## src/rtl/dmem_arbiter_if.sv

```systemverilog
// Bus bundle between the two data-memory requesters (core LSU "c", DMA/debug "d"),
// the arbiter and the single-port data memory. Error flags exist only with DMEM_ARB_ERRCHK_EN.
interface dmem_arbiter_if;
   logic        c_req;
   logic        c_we;
   logic [31:0] c_addr;
   logic [31:0] c_wdata;
   logic        c_gnt;
   logic        c_rvalid;
   logic [31:0] c_rdata;

   logic        d_req;
   logic        d_we;
   logic [31:0] d_addr;
   logic [31:0] d_wdata;
   logic        d_lock;
   logic        d_gnt;
   logic        d_rvalid;
   logic [31:0] d_rdata;

   logic        mem_we;
   logic [31:0] mem_addr;
   logic [31:0] mem_wdata;
   logic [31:0] mem_rdata;

`ifdef DMEM_ARB_ERRCHK_EN
   logic        c_err;
   logic        d_err;

   modport master (
      output c_req, c_we, c_addr, c_wdata,
      output d_req, d_we, d_addr, d_wdata, d_lock,
      input  c_gnt, c_rvalid, c_rdata, c_err,
      input  d_gnt, d_rvalid, d_rdata, d_err
   );

   modport slave (
      input  c_req, c_we, c_addr, c_wdata,
      input  d_req, d_we, d_addr, d_wdata, d_lock,
      output c_gnt, c_rvalid, c_rdata, c_err,
      output d_gnt, d_rvalid, d_rdata, d_err,
      output mem_we, mem_addr, mem_wdata,
      input  mem_rdata
   );
`else
   modport master (
      output c_req, c_we, c_addr, c_wdata,
      output d_req, d_we, d_addr, d_wdata, d_lock,
      input  c_gnt, c_rvalid, c_rdata,
      input  d_gnt, d_rvalid, d_rdata
   );

   modport slave (
      input  c_req, c_we, c_addr, c_wdata,
      input  d_req, d_we, d_addr, d_wdata, d_lock,
      output c_gnt, c_rvalid, c_rdata,
      output d_gnt, d_rvalid, d_rdata,
      output mem_we, mem_addr, mem_wdata,
      input  mem_rdata
   );
`endif
endinterface

```

## src/rtl/dmem_arbiter.sv

```systemverilog
// Round-robin arbiter for the shared data memory with a bounded DMA lock.
// Define DMEM_ARB_ERRCHK_EN to add misaligned/out-of-range access checking (c_err/d_err).
module dmem_arbiter #(
   parameter int unsigned MAX_HOLD = 4
) (
   input  logic          clk,
   input  logic          rst_n,
   dmem_arbiter_if.slave bus
);

   localparam logic [3:0] HOLD_CAP = 4'(MAX_HOLD);

   typedef enum logic {
      FREE     = 1'b0,
      LOCKED_D = 1'b1
   } lock_state_t;

   lock_state_t state_reg;
   logic        last_reg;        // 0: C granted last, 1: D granted last
   logic [3:0]  hcnt_reg;

   logic        c_rvalid_reg;
   logic        d_rvalid_reg;
   logic [31:0] c_rdata_reg;
   logic [31:0] d_rdata_reg;

   logic        c_win;
   logic        d_win;
   logic        c_gnt;
   logic        d_gnt;
   logic [1:0]  bad;             // [0]: C access illegal, [1]: D access illegal

`ifdef DMEM_ARB_ERRCHK_EN
   logic [31:0] port_addr [2];
   logic        c_err_reg;
   logic        d_err_reg;

   assign port_addr[0] = bus.c_addr;
   assign port_addr[1] = bus.d_addr;

   genvar gi;
   generate
      for (gi = 0; gi < 2; gi++) begin : g_chk
         assign bad[gi] = (port_addr[gi][1:0] != 2'b00) || (port_addr[gi][31:8] != 24'd0);
      end
   endgenerate

   always_ff @(posedge clk) begin
      if (!rst_n) begin
         c_err_reg <= 1'b0;
         d_err_reg <= 1'b0;
      end else begin
         c_err_reg <= c_gnt & bad[0];
         d_err_reg <= d_gnt & bad[1];
      end
   end

   assign bus.c_err = c_err_reg & rst_n;
   assign bus.d_err = d_err_reg & rst_n;
`else
   assign bad = 2'b00;
`endif

   // Arbitration decision; reset gating is applied afterwards so no grant leaks during reset.
   always_comb begin
      c_win = 1'b0;
      d_win = 1'b0;
      if (state_reg == LOCKED_D) begin
         if (bus.d_req && (!bus.c_req || (hcnt_reg < HOLD_CAP)))
            d_win = 1'b1;
         else if (bus.c_req)
            c_win = 1'b1;
      end else begin
         if (bus.c_req && bus.d_req) begin
            c_win = last_reg;
            d_win = ~last_reg;
         end else begin
            c_win = bus.c_req;
            d_win = bus.d_req;
         end
      end
   end

   assign c_gnt = c_win & rst_n;
   assign d_gnt = d_win & rst_n;
   assign bus.c_gnt = c_gnt;
   assign bus.d_gnt = d_gnt;

   always_comb begin
      bus.mem_we    = 1'b0;
      bus.mem_addr  = '0;
      bus.mem_wdata = '0;
      if (c_gnt) begin
         bus.mem_we    = bus.c_we & ~bad[0];
         bus.mem_addr  = bus.c_addr;
         bus.mem_wdata = bus.c_wdata;
      end else if (d_gnt) begin
         bus.mem_we    = bus.d_we & ~bad[1];
         bus.mem_addr  = bus.d_addr;
         bus.mem_wdata = bus.d_wdata;
      end
   end

   // Lock FSM, round-robin pointer and read-return registers.
   always_ff @(posedge clk) begin
      if (!rst_n) begin
         state_reg    <= FREE;
         hcnt_reg     <= 4'd0;
         last_reg     <= 1'b1;
         c_rvalid_reg <= 1'b0;
         d_rvalid_reg <= 1'b0;
         c_rdata_reg  <= '0;
         d_rdata_reg  <= '0;
      end else begin
         c_rvalid_reg <= c_gnt & ~bus.c_we;
         d_rvalid_reg <= d_gnt & ~bus.d_we;
         if (c_gnt && !bus.c_we)
            c_rdata_reg <= bad[0] ? 32'd0 : bus.mem_rdata;
         if (d_gnt && !bus.d_we)
            d_rdata_reg <= bad[1] ? 32'd0 : bus.mem_rdata;

         if (c_gnt)
            last_reg <= 1'b0;
         else if (d_gnt)
            last_reg <= 1'b1;

         case (state_reg)
            FREE: begin
               if (d_gnt && bus.d_lock) begin
                  state_reg <= LOCKED_D;
                  hcnt_reg  <= 4'd1;
               end
            end
            LOCKED_D: begin
               if (d_gnt) begin
                  if (!bus.d_lock) begin
                     state_reg <= FREE;
                     hcnt_reg  <= 4'd0;
                  end else if (bus.c_req && (hcnt_reg != 4'd15)) begin
                     hcnt_reg <= hcnt_reg + 4'd1;
                  end
               end else begin
                  // D idle or capped: C takes over and the lock ends.
                  state_reg <= FREE;
                  hcnt_reg  <= 4'd0;
               end
            end
            default: begin
               state_reg <= FREE;
               hcnt_reg  <= 4'd0;
            end
         endcase
      end
   end

   // Returns in flight when reset arrives are dropped rather than presented.
   assign bus.c_rvalid = c_rvalid_reg & rst_n;
   assign bus.d_rvalid = d_rvalid_reg & rst_n;
   assign bus.c_rdata  = c_rdata_reg;
   assign bus.d_rdata  = d_rdata_reg;

endmodule

```

## src/flat_wrapper.sv

```systemverilog
// flat-port wrapper written by rule: the top's interface ports become plain ports
module dmem_arbiter_flat 
#(
   parameter int unsigned MAX_HOLD = 4
)
  (clk, rst_n, bus_c_req, bus_c_we, bus_c_addr, bus_c_wdata, bus_d_req, bus_d_we, bus_d_addr, bus_d_wdata, bus_d_lock, bus_c_gnt, bus_c_rvalid, bus_c_rdata, bus_d_gnt, bus_d_rvalid, bus_d_rdata, bus_mem_we, bus_mem_addr, bus_mem_wdata, bus_mem_rdata);
  dmem_arbiter_if bus_i ();
  input  logic clk;
  input  logic rst_n;
  input wire logic [$bits(bus_i.c_req)-1:0] bus_c_req;
  input wire logic [$bits(bus_i.c_we)-1:0] bus_c_we;
  input wire logic [$bits(bus_i.c_addr)-1:0] bus_c_addr;
  input wire logic [$bits(bus_i.c_wdata)-1:0] bus_c_wdata;
  input wire logic [$bits(bus_i.d_req)-1:0] bus_d_req;
  input wire logic [$bits(bus_i.d_we)-1:0] bus_d_we;
  input wire logic [$bits(bus_i.d_addr)-1:0] bus_d_addr;
  input wire logic [$bits(bus_i.d_wdata)-1:0] bus_d_wdata;
  input wire logic [$bits(bus_i.d_lock)-1:0] bus_d_lock;
  output wire logic [$bits(bus_i.c_gnt)-1:0] bus_c_gnt;
  output wire logic [$bits(bus_i.c_rvalid)-1:0] bus_c_rvalid;
  output wire logic [$bits(bus_i.c_rdata)-1:0] bus_c_rdata;
  output wire logic [$bits(bus_i.d_gnt)-1:0] bus_d_gnt;
  output wire logic [$bits(bus_i.d_rvalid)-1:0] bus_d_rvalid;
  output wire logic [$bits(bus_i.d_rdata)-1:0] bus_d_rdata;
  output wire logic [$bits(bus_i.mem_we)-1:0] bus_mem_we;
  output wire logic [$bits(bus_i.mem_addr)-1:0] bus_mem_addr;
  output wire logic [$bits(bus_i.mem_wdata)-1:0] bus_mem_wdata;
  input wire logic [$bits(bus_i.mem_rdata)-1:0] bus_mem_rdata;
  assign bus_i.c_req = bus_c_req;
  assign bus_i.c_we = bus_c_we;
  assign bus_i.c_addr = bus_c_addr;
  assign bus_i.c_wdata = bus_c_wdata;
  assign bus_i.d_req = bus_d_req;
  assign bus_i.d_we = bus_d_we;
  assign bus_i.d_addr = bus_d_addr;
  assign bus_i.d_wdata = bus_d_wdata;
  assign bus_i.d_lock = bus_d_lock;
  assign bus_c_gnt = bus_i.c_gnt;
  assign bus_c_rvalid = bus_i.c_rvalid;
  assign bus_c_rdata = bus_i.c_rdata;
  assign bus_d_gnt = bus_i.d_gnt;
  assign bus_d_rvalid = bus_i.d_rvalid;
  assign bus_d_rdata = bus_i.d_rdata;
  assign bus_mem_we = bus_i.mem_we;
  assign bus_mem_addr = bus_i.mem_addr;
  assign bus_mem_wdata = bus_i.mem_wdata;
  assign bus_i.mem_rdata = bus_mem_rdata;
  dmem_arbiter #(.MAX_HOLD(MAX_HOLD)) u_core (.clk(clk), .rst_n(rst_n), .bus(bus_i));
endmodule
```

## config.mk

```make
export PLATFORM = sky130hd
export DESIGN_NAME = dmem_arbiter_flat
export DESIGN_NICKNAME = d
export VERILOG_FILES = /design/src/rtl/dmem_arbiter_if.sv /design/src/rtl/dmem_arbiter.sv /design/src/flat_wrapper.sv
export SDC_FILE = /design/constraint.sdc
export NUM_CORES = 1
export LEC_CHECK = 0
export ABC_AREA = 1
export CAP_MARGIN = 10
export CORE_ASPECT_RATIO = 0.5
export CORE_MARGIN = 5
export CORE_UTILIZATION = 31
export CTS_CLUSTER_SIZE = 8
export DETAILED_ROUTE_END_ITERATION = 6
export GPL_TIMING_DRIVEN = 0
export PLACE_DENSITY = 0.83
export SLEW_MARGIN = 20
export SYNTH_ARGS = -nofsm -noshare
export SYNTH_HDL_FRONTEND = slang
export SYNTH_SLANG_ARGS = --single-unit
export TNS_END_PERCENT = 100
```

## constraint.sdc

```tcl
create_clock -name clk -period 2.3 [get_ports clk]
set_input_delay 0.575 -clock clk [delete_from_list [all_inputs] [get_ports clk]]
set_output_delay 0.575 -clock clk [all_outputs]
set_load 0.01 [all_outputs]
```

* Word-level counts from Yosys, hierarchy flattened
Cells that the tools add are included. Widths: inputs -> output; s select.
Word-level totals: register bits after elaboration 72, bits of input ports 167, output and inout port bits 133
Cells by class: add/sub/neg operators 1, magnitude comparators 1, equality and inequality tests 3, mux-type cells 24, bitwise gates (word level) 10, reductions and logical operators 12
Operators by type and width (count):
- $mux 32 | 4
- $mux 4 | 4
- $mux 1 | 14
- $ne 4x4->1 const B | 2
- $pmux 4 s2 | 1
- $and 1x1->1 | 6
- $logic_and 1x1->1 | 6
- $add 4x1->4 const B | 1
- $lt 4x3->1 const B | 1
- $not 1->1 | 4
- $logic_not 1->1 | 3
- $ne 2x1->1 const B | 1
- $pmux 1 s2 | 1
- $reduce_and 2->1 | 1
- $reduce_bool 2->1 | 1
- $logic_or 1x1->1 | 1

* Longest topological paths before layout
Gate-level depths: netlist of run 1.
depth after elaboration 9, depth in mapped cells 10, mapped depth without buffers 9

* Least setup slack after synthesis of run 1
Ideal clock, no wire load.
path kind input to output, from input rst_n, to output bus_mem_addr[10], arrival 1.552 ns, path slack 0.173 ns, stages 8, path buffers 3, cells stage by stage buf_2 -> inv_2 -> a21oi_2 -> nand2_1 -> inv_2 -> buf_6 -> buf_6 -> a22o_1
Between the ends: word-level cells in the longest chain between the ends 3
Ends and longest elaborated chain:
- from (decl) | RTL line flat_wrapper.sv:9 | input logic rst_n;
- $and 1x1->1 | RTL line dmem_arbiter.sv:85 | assign d_gnt = d_win & rst_n;
- $mux 32 | RTL line dmem_arbiter.sv:97 | end else if (d_gnt) begin
- $mux 32 (*) | RTL line dmem_arbiter.sv:93 | if (c_gnt) begin
- to (decl) | RTL line flat_wrapper.sv:26 | output wire logic [$bits(bus_i.mem_addr)-1:0] bus_mem_addr;
Mark *: on every way between the ends. The rest lies on a longest branch, timed or not.

* Final worst setup path of run 1
from register u_core.hcnt_reg[3], to output bus_mem_addr[28]
Between the ends: word-level cells in the longest chain between the ends 8
Ends and longest elaborated chain:
- from (decl) | RTL line dmem_arbiter.sv:20 | logic [3:0] hcnt_reg;
- from (signal assigned) | RTL line dmem_arbiter.sv:140 | hcnt_reg <= hcnt_reg + 4'd1;
- $lt 4x3->1 (*) | RTL line dmem_arbiter.sv:69 | if (bus.d_req && (!bus.c_req || (hcnt_reg < HOLD_CAP)))
- $logic_or 1x1->1 (*) | RTL line dmem_arbiter.sv:69
- $logic_and 1x1->1 (*) | RTL line dmem_arbiter.sv:69
- $mux 1 | RTL line dmem_arbiter.sv:69
- $mux 1 | RTL line dmem_arbiter.sv:68 | if (state_reg == LOCKED_D) begin
- $and 1x1->1 | RTL line dmem_arbiter.sv:85
- $mux 32 | RTL line dmem_arbiter.sv:97
- $mux 32 (*) | RTL line dmem_arbiter.sv:93
Marks and branches as above.

==> results.tsv, run 1 <==
metric	value	unit
share of cells above drive strength 1	0.223	
Die Wd	157	µm
Synth top area share	0.431	
buffer type at the clock tree root	clkbuf_16	
Pre-antenna DRT Iters	4	
Clock Power Share	0.343	
sequential area share after synthesis	0.431	
Leakage	2.97	nW
setup TNS after final layout	-2.00	ns
Die Height	83.4	µm
final core utilization	0.687	
status	finished with violations	
first-pass GRT wire length	26300	µm
Top Metal Used	met4	
DR WL/cell	19.9	µm
drt drc	0	
setup ws final	-0.0991	ns
vias in the first global route	4433	
Worst Setup Path Type	reg -> out	
final hold slack	0.460	ns
H-Tree Depth	3	
post-synthesis area per instance	8.00	µm²
CTS max path bufs	2	
Worst setup SP type	register	
Netlist cell types	23	
P per Cell Area	523	nW/µm²
gr usage total	0.255	
dpl cells	856	
Seq pwr share	0.358	
hold buffers post-CTS	0	
RSZ-0062 raised after global routing	yes	
Final Skew	0.00400	ns
Yosys reg bits	72	
Synth area leader	dfxtp_1	
Via density	4.95	
Post-synth top cells	nand2_1 (143), dfxtp_1 (72), a22o_1 (64)	
Synth area leaders	dfxtp_1 (43%), a22o_1 (17%), nand2_1 (16%)	
CP Max Fanout	8	
Port Buffers	298	
Final Hold Viols	0	
syn_nets	586	
CTS Buf Count	9	
crit path buf inv count	4	
Final nets	927	
failing checks	negative setup slack	
Tmin final	2.40	ns
Max VDD drop	0.320	mV
row count	26	
Psw	0.988	mW
core area	10400	µm²
path category of the worst min-delay check	reg -> reg	
crit share post-route	1.04	
critical path's top delay family	buffers and inverters	
Setup crit end kind	output pin	
Metal-1 WL	7030	µm
most common cell in the synthesized netlist	nand2_1	
Worst slew margin	0.620	
post-synthesis cell area	3340	µm²
DR WL met3	1220	µm
combinational power share	0.299	
Worst Max-Slew Pin Slew	0.570	ns
Final ANT Viol Nets	0	
slowest CP cell	dfxtp_2	
Num Clock Sinks	72	
Final GP Congestion	0.855	
Finished Layout Cells	903	
Mapped Cells	418	
HPWL after DPL	13500	µm
FFs w/ async S/R, synth	0	
CP most frequent cell	nand2_4	
I/O pins	300	
CTS tree	yes	
Iteration-0 DRC Markers	256	
initial core utilization	0.322	
Area Overhead vs Synth	113	%
Pins Over Slew Limit	0	
Critical Path AT	1.82	ns
routed vias	4474	
worst slack, placed	-1.07	ns
routed wl met2	9300	µm
Switching Share	0.265	
largest net degree at the start of global routing	12	
max-cap violation count	0	
cells along the critical path	nor2_4, nand2_2, nand2_4, nand2_4, nand3_4, inv_6, buf_12, buf_16, a22o_1, buf_2	
Reg clk slew, reported paths	0.05	ns
Antenna Cells	0	
ys flop type	dfxtp_1	
internal power	2.75	mW
critical path's largest stage delay	0.34	ns
WP data required	1.73	ns
GRT overflow	0	
FMAX	417	MHz
Die ar.	13100	µm²
total wire length	18000	µm
Setup violations, final	52	
number of enable flip-flop cells after synthesis	0	
Warnings, synthesis	0	
Skew-Pair Late Insertion Delay	0.32	ns
antenna violations before repair	0	
==> final timing paths <==
path | cells after the start | end | startpoint | slack, ns
hold reg to reg | 2 | u_core.bus.c_rdata[3] | u_core.bus.c_rdata[3] | 0.46
hold / removal | 2 | u_core.bus.c_rdata[3] | u_core.bus.c_rdata[3] | 0.46
setup / recovery | 10 | bus_mem_addr[28] | u_core.hcnt_reg[3] | -0.1
setup reg to reg | 15 | u_core.hcnt_reg[2] | u_core.hcnt_reg[3] | 0.36
==> tightest hold or removal path, stage by stage, from the launching register on <==
cell     delay [ns]
dfxtp_1        0.31
nand2_1        0.05
o21ai_1        0.06
==> per-layer routing <==
layer,up-vias,track usage
li1,2130,-
met1,2139,0.296
met2,173,0.467
met3,32,0.0483
met4,0,0.0874
met5,-,0
==> timing repair <==
| item | 4_1_cts | 5_1_grt |
|---|---|---|
| setup buffers | 22 | 7 |
| cloned | 7 | 1 |
| gates resized for setup | 339 | 30 |
| pin swaps | 25 | 35 |
| endpoints found under the setup margin | 69 | 68 |
==> cell type report <==
class | instances | area [µm²]
clock buffer | 12 | 256
buffer | 33 | 330
sequential | 72 | 1450
fill | 774 | 3240
tap | 140 | 175
inverter | 12 | 61.3
multi-input combinational | 299 | 1680
timing repair buffer | 332 | 3160
clock inverter | 3 | 17.5
==> stage by stage <==
| step | cell area (µm²) | power (mW) |
|---|---|---|
| final | 7130 | 3.73 |
| after CTS | 7100 | 3.72 |
| after detailed placement | 6500 | 2.39 |
| after floorplan | 3340 | 1.71 |
| after global placement | 6500 | 2.38 |
| after global routing | 7130 | 3.87 |
==> cells in the final DEF, fill, tap and decap left out, types with 2 or more instances in the layout <==
cell,Yosys,layout
nor2_1,6,5
dfxtp_1,72,68
nand2_4,1,4
inv_4,0,2
a22o_4,0,4
a21oi_4,0,2
inv_1,7,6
a21oi_1,36,36
clkinv_2,1,3
nand2_2,0,3
buf_8,0,7
nand3_1,7,7
buf_12,0,7
buf_16,0,3
buf_4,5,31
clkbuf_2,0,2
dfxtp_2,0,4
nand4_1,2,2
o21ai_1,30,30
o21ai_0,4,3
buf_6,15,29
inv_6,0,2
a22o_1,64,60
clkbuf_8,0,2
nand2_1,143,137
clkbuf_16,0,10
clkdlybuf4s50_1,0,229
buf_2,8,48
clkbuf_1,6,6
==> power groups by stage <==
stage	registers (mW)	clock network [mW]	logic, mW
2_1_floorplan	1.38	0	0.330
3_3_place_gp	1.36	0	1.02
3_5_place_dp	1.36	0	1.03
4_1_cts	1.33	1.28	1.10
5_1_grt	1.34	1.35	1.17
6_report	1.34	1.28	1.12
==> kinds of logic after synthesis <==
family          synth area share
xor+xnor                 0.00262
buf+inv                   0.0954
compound gates             0.278
simple gates               0.190
flops                      0.431
fa+ha+maj                0.00374
Power figures use the tool's default switching activity.
==> run 2, diff against run 1 <==
CORE_MARGIN = 2   (was 5)
GPL_TIMING_DRIVEN = 1   (was 0)
==> run 2 against run 1 <==
  * The run still ends with negative setup slack left
  * Critical path type is now in -> out
  * Count of clock-buffer cells in the layout fell by 2
  * Via count fell by 1.6%
  * Final area fell by 0.40%
  * Non-clock buffer count fell by 15
  * Sequential share of layout area barely moved
==> results.tsv, run 2 (synthesis gave the netlist of run 1 again) <==
metric	value	unit	change
R2R Path Start	u_core.state_reg		
drt drc	0		unchanged
gr usage total	0.277		+0.0217
status	finished with violations		
Critical Path AT	1.79	ns	-0.03 ns
Final nets	912		-1.6%
DR WL met3	1300	µm	+6.9%
P per Cell Area	547	nW/µm²	+4.4%
most common cell after layout, fill and taps aside	clkdlybuf4s50_1		
HPWL after DPL	11700	µm	-13%
Via density	4.95		about the same
critical path's largest stage delay	0.26	ns	-0.08 ns
Top Metal Used	met4		
path category of the worst min-delay check	reg -> reg		
vias in the first global route	4448		+0.34%
crit path buf inv count	5		+1
Reg2Reg Setup Slack	0.60	ns	+0.24 ns
Worst setup SP type	input port		
first-pass GRT wire length	24900	µm	-5.4%
setup ws final	-0.0665	ns	+0.0326 ns
buffer type at the clock tree root	clkbuf_16		
CP Max Fanout	17		+9
core area	10300	µm²	-0.31%
Max VDD drop	0.397	mV	+24%
hold buffers post-CTS	0		unchanged
antenna violations before repair	0		unchanged
Final Skew	0.00818	ns	+0.00418 ns
CP most frequent cell	nand2_2		
Worst Setup Path Type	in -> out		
initial core utilization	0.323		+0.00101
Setup violations, final	63		+21%
Port Buffers	299		+0.34%
Pins Over Slew Limit	0		unchanged
Die Height	77.4	µm	-7.2%
total wire length	17000	µm	-5.3%
Worst Hold Launch	u_core.bus.c_rdata[24]		
row count	26		unchanged
largest net degree at the start of global routing	44		+32
Placed Area	6530	µm²	+0.46%
Setup crit end kind	output pin		
internal power	2.85	mW	+4.0%
Final Hold Viols	0		unchanged
crit share post-route	1.03		-0.0142
R2R depth	11		-4
Num Clock Sinks	72		unchanged
Skew-Pair Late Insertion Delay	0.33	ns	about the same
hold path depth	2		unchanged
Switching Share	0.265		+0.000472
worst slack, placed	-0.850	ns	+0.218 ns
Worst slew margin	0.718		+0.0983
failing checks	negative setup slack		
most frequent cells in the layout	clkdlybuf4s50_1 (227), nand2_1 (139), dfxtp_1 (70)		
Tot Pwr	3.88	mW	+4.0%
max-cap violation count	0		unchanged
slowest CP cell	a22o_1		
Iteration-0 DRC Markers	309		+21%
H-Tree Depth	3		unchanged
Final ANT Viol Nets	0		unchanged
Clock Power Share	0.370		+0.027
FMAX	423	MHz	+1.4%
Reg clk slew, reported paths	0.06	ns	about the same
Metal-1 WL	6670	µm	-5.1%
final hold slack	0.461	ns	+0.000838 ns
Area Overhead vs Synth	112	%	
final core utilization	0.687		about the same
CTS Buf Count	9		unchanged
CTS max path bufs	2		unchanged
Final GP Congestion	0.887		+3.6%
CTS tree	yes		
Leakage	2.99	nW	+0.69%
I/O pins	300		unchanged
Hold Path Sink	u_core.bus.c_rdata[24]		
combinational power share	0.287		-0.012
critical path's top delay family	buffers and inverters		
GRT overflow	0		unchanged
share of cells above drive strength 1	0.211		-0.0119
Tmin final	2.37	ns	-0.0326 ns
RSZ-0062 raised after global routing	yes		
Antenna Cells	0		unchanged
Seq pwr share	0.343		-0.015
Pre-antenna DRT Iters	4		unchanged
r2r endpoint	u_core.bus.c_rdata[23]		
WP data required	1.73	ns	about the same
routed wl met2	8540	µm	-8.2%
Psw	1.03	mW	+4.2%
cells along the critical path	buf_4, a21oi_2, nand2_2, nand2_2, inv_4, buf_6, buf_16, a22o_1, buf_2		
DR WL/cell	19.2	µm	-3.8%
routed vias	4404		-1.6%
design area	7100	µm²	-0.40%
Die ar.	11700	µm²	-11%
Die Wd	151	µm	-3.8%
Worst Max-Slew Pin Slew	0.423	ns	-0.147 ns
## run 2: changes by cell type in the layout (fill, tap and decap cells not counted), moves of 4 or more
cell	previous run	this run
buf_8	7	1
buf_4	31	24
buf_16	3	7
clkbuf_1	6	0
buf_6	29	15
buf_2	48	57
## run 2: metal layers
metal  GRT usage  vias to the layer above
li1            -                     2096
met1       0.316                     2069
met2       0.506                      199
met3      0.0659                       40
met4      0.0963                        0
met5           0                        -
## run 2: power by group through the flow
stage	combinational, mW	clock [mW]	sequential (mW)
2_1_floorplan	0.330	0	1.38
3_3_place_gp	1.02	0	1.36
3_5_place_dp	1.03	0	1.36
4_1_cts	1.07	1.46	1.33
5_1_grt	1.17	1.52	1.34
6_report	1.11	1.44	1.33
## run 2: layout make-up
cell class / count / area, µm²
inverter: 12 / 53.8
fill: 794 / 3240
clock buffer: 10 / 239
tap: 140 / 175
multi-input combinational: 299 / 1640
sequential: 72 / 1440
timing repair buffer: 350 / 3480
clock inverter: 6 / 75.1
## run 2: worst max path at each step
stage / slack, ns / cells past startpoint / startpoint / to
finish: -0.07 / 9 / bus_d_req / bus_mem_addr[11]
global route: -0.14 / 9 / u_core.state_reg / bus_mem_addr[11]
CTS: -0.06 / 10 / u_core.hcnt_reg[2] / bus_mem_addr[11]
detailed placement: -0.85 / 10 / bus_c_req / bus_mem_addr[11]
global placement: -0.81 / 10 / bus_c_req / bus_mem_addr[20]
floorplan: 0.17 / 8 / rst_n / bus_mem_addr[10]
## run 2: stage by stage
step,instances,setup TNS (ns)
after global routing,889,-6.91
after floorplan,418,0
after global placement,847,-51.29
final,889,-1.69
after CTS,885,-0.653
after detailed placement,847,-53.39
## run 2: timing repair
item / CTS / global route
endpoints found under the hold margin: 0 / 0
cloned: 8 / 4
resized for setup: 309 / 18
pin swaps: 14 / 2
setup buffers: 14 / 0
endpoints found under the setup margin: 69 / 68
## run 2: worst reg2reg max path, delay by kind of cell, from the launching register on
family                 cells  cell delay, ns
buffers and inverters      4            0.54
AOI/OAI and AO/OA          2            0.22
DFF                        1            0.33
and+or+nand+nor            5            0.54
==> run 3, diff against run 2 <==
CORE_UTILIZATION = 34   (was 31)
PLACE_DENSITY = 0.9   (was 0.83)
clock period = 3 ns   (was 2.3 ns; I/O delays follow)
==> run 3 against run 2 <==
  * The run ends with design-rule violations left
  * Wire length is 0.94% lower
  * Cell count is 3.6% lower
  * Hold slack improved by 0.0017 ns
  * Via count is 0.45% higher
  * Final area fell by 3.5%
  * First-iteration DRC count is 35% higher
  * Combinational power decreased by 30%
  * Register-to-register slack better by 0.27 ns
  * Critical endpoint is now bus_mem_addr[15]
==> results.tsv, run 3 (synthesis gave the netlist of run 1 again) <==
metric	value	unit	change
Worst Hold Launch	u_core.bus.d_rdata[1]		
most frequent cells in the layout	clkdlybuf4s50_1 (229), nand2_1 (141), dfxtp_1 (72)		
Port Buffers	299		unchanged
Setup violations, final	0		-100%
status	finished with violations		
Max VDD drop	0.380	mV	-4.2%
worst slack, placed	-0.532	ns	+0.318 ns
setup ws final	0.0498	ns	+0.116 ns
row count	25		-3.8%
Seq pwr share	0.351		+0.008
internal power	2.17	mW	-24%
vias in the first global route	4296		-3.4%
drt drc	4		+4
first-pass GRT wire length	24000	µm	-3.8%
Critical Path AT	2.20	ns	+0.41 ns
largest net degree at the start of global routing	38		-14%
Die ar.	10700	µm²	-8.5%
crit share post-route	0.983		
initial core utilization	0.352		+0.0284
CTS tree	yes		
Final ANT Viol Nets	0		unchanged
Area Overhead vs Synth	105	%	
Psw	0.746	mW	-28%
P per Cell Area	426	nW/µm²	-22%
combinational power share	0.267		-0.020
Worst setup SP type	input port		
Final Hold Viols	0		unchanged
Reg clk slew, reported paths	0.05	ns	about the same
Die Wd	144	µm	-4.4%
Worst Setup Path Type	in -> out		
CP Max Fanout	13		-4
Leakage	2.76	nW	-7.8%
antenna violations before repair	0		unchanged
Final nets	885		-3.0%
crit path launch	bus_c_req		
R2R Path Start	u_core.state_reg		
Worst slew margin	0.664		-0.0545
share of cells above drive strength 1	0.116		-0.0946
cells along the critical path	clkdlybuf4s15_2, inv_2, a21oi_2, nand2_2, nand2_2, clkinv_4, bufbuf_16, a22o_1, clkdlybuf4s15_2		
I/O pins	300		unchanged
FMAX	339	MHz	
most common cell after layout, fill and taps aside	clkdlybuf4s50_1		
critical path's top delay family	buffers and inverters		
design area	6850	µm²	-3.5%
core area	9510	µm²	-8.1%
HPWL after DPL	11700	µm	+0.30%
Tmin final	2.95	ns	
gr usage total	0.297		+0.0203
Die Height	74.1	µm	-4.3%
Switching Share	0.256		-0.00944
RSZ-0062 raised after global routing	yes		
CTS max path bufs	2		unchanged
Pins Over Slew Limit	0		unchanged
failing checks	design-rule violations		
max-cap violation count	0		unchanged
Final GP Congestion	0.888		+0.15%
buffer type at the clock tree root	clkbuf_16		
DR WL/cell	19.7	µm	+2.8%
Placed Area	6440	µm²	-1.5%
slowest CP cell	bufbuf_16		
Via density	5.16		+4.2%
H-Tree Depth	3		unchanged
Final Skew	0.0108	ns	+0.00260 ns
routed vias	4424		+0.45%
GRT overflow	0		unchanged
Antenna Cells	0		unchanged
final hold slack	0.463	ns	+0.00172 ns
Num Clock Sinks	72		unchanged
Skew-Pair Late Insertion Delay	0.34	ns	about the same
Worst Max-Slew Pin Slew	0.504	ns	+0.0812 ns
Iteration-0 DRC Markers	418		+35%
total wire length	16900	µm	-0.94%
crit path buf inv count	5		unchanged
path category of the worst min-delay check	reg -> reg		
Pre-antenna DRT Iters	7		+3
CTS Buf Count	9		unchanged
critical path's largest stage delay	0.29	ns	+0.03 ns
WP data required	2.25	ns	+0.52 ns
Clock Power Share	0.382		+0.012
Setup crit end kind	output pin		
==> run 3: worst min-delay path, stage by stage (launching register included) <==
cell,delay [ns]
dfxtp_1,0.30
nand2_1,0.06
a21oi_1,0.05
==> run 3: path summary, 6_finish.rpt <==
check,to,slack (ns),cells after the start
setup / recovery,bus_mem_addr[15],0.05,9
hold / removal,u_core.bus.d_rdata[1],0.46,2
setup reg to reg,u_core.bus.d_rdata[19],0.87,11
hold reg to reg,u_core.bus.d_rdata[1],0.46,2
==> run 3: power by group through the flow <==
stage	combinational (mW)	clock, mW	sequential [mW]
4_1_cts	0.774	1.12	1.02
3_5_place_dp	0.775	0	1.04
5_1_grt	0.818	1.16	1.03
2_1_floorplan	0.253	0	1.06
3_3_place_gp	0.766	0	1.04
6_report	0.780	1.11	1.02
==> run 3: layer usage <==
layer | wire length, µm | vias up | track usage | part of all wire
li1 | - | 2035 | - | -
met1 | 6320 | 2022 | 0.344 | 0.37
met2 | 8120 | 293 | 0.512 | 0.48
met3 | 1720 | 74 | 0.0947 | 0.10
met4 | 724 | 0 | 0.142 | 0.043
met5 | 0 | - | 0 | 0
==> run 3: cell type report <==
type | instances | area (µm²)
Clock buffer | 12 | 267
Fill cell | 676 | 2660
Timing Repair Buffer | 323 | 3280
Tap cell | 135 | 169
Inverter | 12 | 53.8
Multi-Input combinational cell | 299 | 1590
Clock inverter | 4 | 51.3
Sequential cell | 72 | 1440
==> run 3: per-stage QoR <==
stage / util / power [mW] / TNS [ns] / std cells
after CTS: 0.721 / 2.92 / 0 / 857
after global placement: 0.677 / 1.81 / -26.05 / 835
final: 0.721 / 2.92 / 0 / 857
after detailed placement: 0.677 / 1.82 / -30.49 / 835
after global routing: 0.721 / 3.00 / -0.0209 / 857
after floorplan: - / 1.31 / 0 / 418
==> run 3: repair_timing <==
item / in CTS / in global routing
pin swaps: 2 / 2
hold buffers: 0 / 0
resized for setup: 140 / 11
endpoints found under the setup margin: 69 / 16
buffers inserted: 3 / 0
gates cloned: 3 / 0
